[src/rtl/tx_link_seq.sv]
// Transmit-side link sequencer: electrical idle, K28.5 training burst, then data
// with periodic K28.5 skip insertion and K28.5 filler on empty cycles.
module tx_link_seq #(
    parameter int unsigned IDLE_CYCLES   = 8,
    parameter int unsigned N_COMMA       = 4,
    parameter int unsigned SKIP_INTERVAL = 32,
    parameter logic [7:0]  K285          = 8'hBC
) (
    input  logic       clk,
    input  logic       rst,
    input  logic       enb,
    input  logic       start,
    input  logic       stop,
    input  logic [1:0] dataS_cfg,
    input  logic [7:0] data_in,
    input  logic       data_valid,
    output logic       data_ready,
    output logic [7:0] dataOut8,
    output logic       K,
    output logic       TxElecIdle,
    output logic [1:0] dataS,
    output logic       link_up,
    output logic [2:0] state
);

    localparam int unsigned CNT_MAX = (IDLE_CYCLES > N_COMMA) ? IDLE_CYCLES : N_COMMA;
    localparam int unsigned CNT_W   = (CNT_MAX > 1) ? $clog2(CNT_MAX) : 1;
    localparam int unsigned BCNT_W  = $clog2(SKIP_INTERVAL);

    localparam logic [CNT_W-1:0]  IDLE_LAST  = CNT_W'(IDLE_CYCLES - 1);
    localparam logic [CNT_W-1:0]  TRAIN_LAST = CNT_W'(N_COMMA - 1);
    localparam logic [BCNT_W-1:0] SKIP_LAST  = BCNT_W'(SKIP_INTERVAL - 1);

    typedef enum logic [2:0] {
        IDLE      = 3'd0,
        ELEC_IDLE = 3'd1,
        TRAIN     = 3'd2,
        DATA      = 3'd3,
        COMMA     = 3'd4
    } state_t;

    state_t              stateCur, stateNext;
    logic [CNT_W-1:0]    cnt, cntNext;
    logic [BCNT_W-1:0]   bcnt, bcntNext;
    logic [1:0]          dataSNext;
    logic [7:0]          dataOutNext;
    logic                kNext, elecIdleNext, linkNext;
    logic                transfer;

    assign state      = stateCur;
    assign data_ready = (stateCur == DATA) & enb & ~stop;
    assign transfer   = data_valid & data_ready;

    always_comb begin
        stateNext = stateCur;
        cntNext   = cnt;
        bcntNext  = bcnt;
        dataSNext = dataS;
        if (stop) begin
            stateNext = IDLE;
            cntNext   = '0;
            bcntNext  = '0;
        end else begin
            case (stateCur)
                IDLE: begin
                    if (start) begin
                        dataSNext = (dataS_cfg == 2'b11) ? 2'b00 : dataS_cfg;
                        cntNext   = '0;
                        stateNext = ELEC_IDLE;
                    end
                end
                ELEC_IDLE: begin
                    if (cnt == IDLE_LAST) begin
                        cntNext   = '0;
                        stateNext = TRAIN;
                    end else begin
                        cntNext = cnt + CNT_W'(1);
                    end
                end
                TRAIN: begin
                    if (cnt == TRAIN_LAST) begin
                        cntNext   = '0;
                        stateNext = DATA;
                    end else begin
                        cntNext = cnt + CNT_W'(1);
                    end
                end
                DATA: begin
                    // Only accepted bytes advance toward the next skip symbol.
                    if (transfer) begin
                        if (bcnt == SKIP_LAST) begin
                            bcntNext  = '0;
                            stateNext = COMMA;
                        end else begin
                            bcntNext = bcnt + BCNT_W'(1);
                        end
                    end
                end
                COMMA:   stateNext = DATA;
                default: stateNext = IDLE;
            endcase
        end
    end

    always_comb begin
        dataOutNext  = 8'h00;
        kNext        = 1'b0;
        elecIdleNext = 1'b1;
        linkNext     = 1'b0;
        case (stateCur)
            TRAIN, COMMA: begin
                dataOutNext  = K285;
                kNext        = 1'b1;
                elecIdleNext = 1'b0;
                linkNext     = (stateCur == COMMA);
            end
            DATA: begin
                elecIdleNext = 1'b0;
                linkNext     = 1'b1;
                dataOutNext  = transfer ? data_in : K285;
                kNext        = ~transfer;
            end
            default: ;
        endcase
    end

    always_ff @(posedge clk) begin
        if (rst) begin
            stateCur   <= IDLE;
            cnt        <= '0;
            bcnt       <= '0;
            dataOut8   <= 8'h00;
            K          <= 1'b0;
            TxElecIdle <= 1'b1;
            dataS      <= 2'b00;
            link_up    <= 1'b0;
        end else if (enb) begin
            stateCur   <= stateNext;
            cnt        <= cntNext;
            bcnt       <= bcntNext;
            dataOut8   <= dataOutNext;
            K          <= kNext;
            TxElecIdle <= elecIdleNext;
            dataS      <= dataSNext;
            link_up    <= linkNext;
        end
    end

endmodule

[config.mk]
export PLATFORM = sky130hd
export DESIGN_NAME = tx_link_seq
export DESIGN_NICKNAME = d
export VERILOG_FILES = /design/src/rtl/tx_link_seq.sv
export SDC_FILE = /design/constraint.sdc
export NUM_CORES = 1
export LEC_CHECK = 0
export ABC_CLOCK_PERIOD_IN_PS = 4230
export BUFFER_PORTS_ARGS = -buffer_cell sky130_fd_sc_hd__buf_4
export CAP_MARGIN = 30
export CORE_ASPECT_RATIO = 0.75
export CORE_MARGIN = 2
export CORE_UTILIZATION = 37
export DETAILED_ROUTE_END_ITERATION = 7
export GPL_TIMING_DRIVEN = 0
export PLACE_DENSITY_LB_ADDON = 0.2
export RECOVER_POWER = 25
export SLEW_MARGIN = 20
export SYNTH_ARGS = -nofsm -noshare
export SYNTH_HDL_FRONTEND = slang
export SYNTH_SLANG_ARGS = --single-unit
[constraint.sdc]
create_clock -name clk -period 4.23 [get_ports clk]
set_input_delay 0.6345 -clock clk [delete_from_list [all_inputs] [get_ports clk]]
set_output_delay 0.6345 -clock clk [all_outputs]
set_load 0.02 [all_outputs]
# After elaboration in Yosys (flattened, before gate mapping)

Index checks and enable logic that the tools add are counted.

Add/subtract/negate cells: 2
Equal/unequal tests: 13
Mux-type cells: 22
Bitwise operators: 5
Reductions and logical operators: 10

Operators with widths:

| operator            | number |
|---|---|
| $mux 3              | 10 |
| $mux 5              | 4 |
| $pmux 8 s2          | 1 |
| $pmux 3 s5          | 1 |
| $ne 3x3->1 const B  | 4 |
| $eq 3x2->1 const B  | 3 |
| $pmux 3 s3          | 1 |
| $mux 8              | 1 |
| $eq 3x3->1 const B  | 2 |
| $reduce_and 3->1    | 2 |
| $reduce_and 6->1    | 1 |
| $add 5x1->5 const B | 1 |
| $eq 5x5->1 const B  | 1 |
| $pmux 1 s2          | 2 |
| $reduce_and 4->1    | 1 |
| $reduce_bool 2->1   | 2 |
| $reduce_bool 4->1   | 1 |
| $add 3x1->3 const B | 1 |
| $and 1x1->1         | 3 |
| $eq 3x1->1 const B  | 1 |
| $logic_not 3->1     | 1 |
| $ne 3x2->1 const B  | 1 |
| $reduce_or 3->1     | 1 |
| $eq 2x2->1 const B  | 1 |
| 4 further kinds     | 5 |

Register bits after elaboration: 24
Input bits: 16
Output and inout bits: 17
Word-level logic and storage cells: 60

# Depth between registers and ports, before layout

Word-level depth: 7
Gate-level depth with buffers: 7
Gate-level depth less buffers: 7

# Worst setup path after synthesis

No wires, ideal clock.

Path kind: input port to output port
Start: input enb
End: output data_ready
Arrival time: 1.587 ns
Data required time: 3.595 ns
Slack: 2.009 ns
Stages on the path: 4
Buffers on the path: 2
Cells stage by stage: buf_2 inv_1 clkbuf_1 nor3_1

Longest elaborated chain between the ends: 2

Ends and longest elaborated chain:

| what                      | RTL line | RTL |
|---|---|---|
| start, declared           | 11       | `input logic enb,` |
| $and 1x1->1 (2 in series) | 51       | `assign data_ready = (stateCur == DATA) & enb & ~stop;` |
| end, declared             | 17       | `output logic data_ready,` |

No other way between the ends.

# Final worst setup path

Ends and elaborated chain as after synthesis.

==> results.toml <==
[run_status]
outcome = "finished clean"

[global_route]
antenna_found_initial = 0
grt_pass1_wl_mm = 5.13
grt_overflow = 0
grt_start_max_net_pins = 15
grt.total_usage_pct = 17.5
grt_pass1_vias = 1088

[sta]
fin_skew_ns = 0.00555
fin_crit_sh_pct = 57.5
setup_tns_ns = 0
slew_headroom_pct = 67.4
report.final.slew_viol_count = 0
fin_crit_ns = 2.43
hold_slack_ns = 0.459
max_freq_ghz = 0.411
tightest_slew_ns = 0.489
finalHoldViolations = 0
rsz0062_at_grt = "no"
setup_viol = 0

[die]
start_util_pct = 38.3
fp.dieH_um = 54.2
die-width_um = 70.9
fp.coreArea_mm2 = 0.00324
row_count = 18
die_area_mm2 = 0.00384
num_io_pins = 33

[placement]
port_buffers = 30
gp_congestion = 0.899
place.detailed.hpwl_mm = 2.25
dp.cells = 219

[logic_synthesis]
postSynthNetCount = 171
ys_seq_area_share_pct = 38.7
synth_top_area_cell = "dfxtp_1"
ys_top_cells_by_area = "dfxtp_1 (39%), a21oi_1 (6.9%), ha_1 (6.0%)"
synth-edff-count = 0
ys.flop_type = "dfxtp_1"
syn_inst = 149
synth_area_per_cell_um2 = 8.33
yosysWarnings = 0
synth_seq_cells = 24
async_flop_share_pct = 0
synth_top_area_share_pct = 38.7
syn_area_mm2 = 0.00124
synth.distinct_cells = 44

[pwr]
p_comb_share_pct = 9.4
p_seq_share_pct = 47.7
p_int_mw = 0.374
p_sw_mw = 0.107
p_sw_share_pct = 22.3
peakVddDrop_mv = 0.133
power.density_mw_per_mm2 = 311
clkPwrFrac_pct = 43.0
finalPower_mw = 0.481
p_leak_nw = 0.592

[final_layout]
final_common_cell = "dfxtp_1"
layout.cells.non_filler = 223
diodes = 0
syn_to_final_growth_pct = 24.9
drive_above_1_share_pct = 20.8
finalNetCount = 206
fill_cells = 342
final_cell_mix = "dfxtp_1 (24), buf_4 (21), nand2_1 (18)"

[detailed_routing]
drt_iter0_markers = 38
wl_per_cell_um = 13.9
num_vias = 1231
drc = 0
vias_per_cell = 5.52
finalWirelength_mm = 3.10
antenna_left = 0
dr.pass1.iters = 4

[clock_network]
h-tree-depth = 1
holdBufCountCts = 0
clk_pin_slew_ns = 0.09
clockRootBuffer = "clkbuf_8"
cts_tree = "built"
postCtsSetupBuffers = 0
insertion_delay_ns = 0.27
clockBufferDepth = 2
clock-sinks = 24
cts_made_buffers = 3
ctsResizeCount = 0

[critical_path]
worstSetupStartpointType = "input port"
cp.required_ns = 3.60
path_max_fanout = 10
cp_data_arrival_time_ns = 1.80
crit_type = "input port to output pin"
endpoint_kind = "output pin"

[worst_hold_path]
hold_path.class = "register to register"

[run]
drv_cap = 0
critical path, cell delays in order:
cell and delay (ns):
buf_4 0.11, buf_2 0.22, inv_1 0.11, clkbuf_1 0.25
nor3_1 0.29, buf_4 0.18
power groups by stage:
stage	Sequential [mW]	Combinational, mW	Clock (mW)
3_3_place_gp	0.235	0.0446	0
5_1_grt	0.230	0.0498	0.218
6_report	0.230	0.0451	0.207
2_1_floorplan	0.236	0.0242	0
3_5_place_dp	0.235	0.0456	0
4_1_cts	0.230	0.0458	0.212
worst paths after layout:
path / slack [ns] / startpoint / endpoint / cells after the start
setup / recovery: 1.80 / enb / data_ready / 6
hold / removal: 0.46 / dataS[1] / dataS[1] / 2
setup reg to reg: 2.24 / bcnt[0] / state[0] / 6
hold reg to reg: 0.46 / dataS[1] / dataS[1] / 2
metal layers:
layer  routed length [µm]  GRT usage (%)  part of all wire (%)
met3                  227           5.99                   7.3
met4                   14           4.40                  0.45
met2                 1390           27.4                    45
met5                    0              0                     0
met1                 1470           23.2                    47
area by class of cell:
type	count	area, µm²	share of cell area [%]
Timing Repair Buffer	30	188	12.1
Tap cell	40	50.0	3.23
Clock buffer	3	41.3	2.66
Sequential cell	24	480	31.0
Multi-Input combinational cell	110	689	44.5
Inverter	6	22.5	1.45
Clock inverter	1	30.0	1.94
Buffer	9	48.8	3.15
cell usage after synthesis (4+ instances only):
cell type  count
nor2_1        13
o21ai_0        6
ha_1           6
dfxtp_1       24
a21oi_1       17
nand2_1       18
nand3_1        4
inv_1          6
sequential cells by signal (all words and copies together) (netlist names):
name        count
state           3
bcnt            5
dataS           2
dataOut8        8
TxElecIdle      1
link_up         1
cnt             3
K               1
metrics by stage:
step                cell area, µm²  setup WS [ns]  utilization [%]
global placement              1520           1.83             46.8
detailed placement            1520           1.80             46.8
CTS                           1590           1.80             49.0
finish                        1550           1.80             47.8
global route                  1550           1.70             47.8
floorplan                     1240           2.01                -
cells by family (layout without fill, tap and decap cells):
kind of cell / Yosys count / in the layout / synth area share [%]
AO/OA/AOI/OAI: 45 / 45 / 24.0
buffers and inverters: 15 / 49 / 5.75
AND/OR/NAND/NOR: 58 / 58 / 24.3
multiplexers: 1 / 1 / 1.21
flip-flops: 24 / 24 / 38.7
adder cells (fa/ha/maj): 6 / 6 / 6.05
No activity file was read; power rests on OpenSTA's default activity.
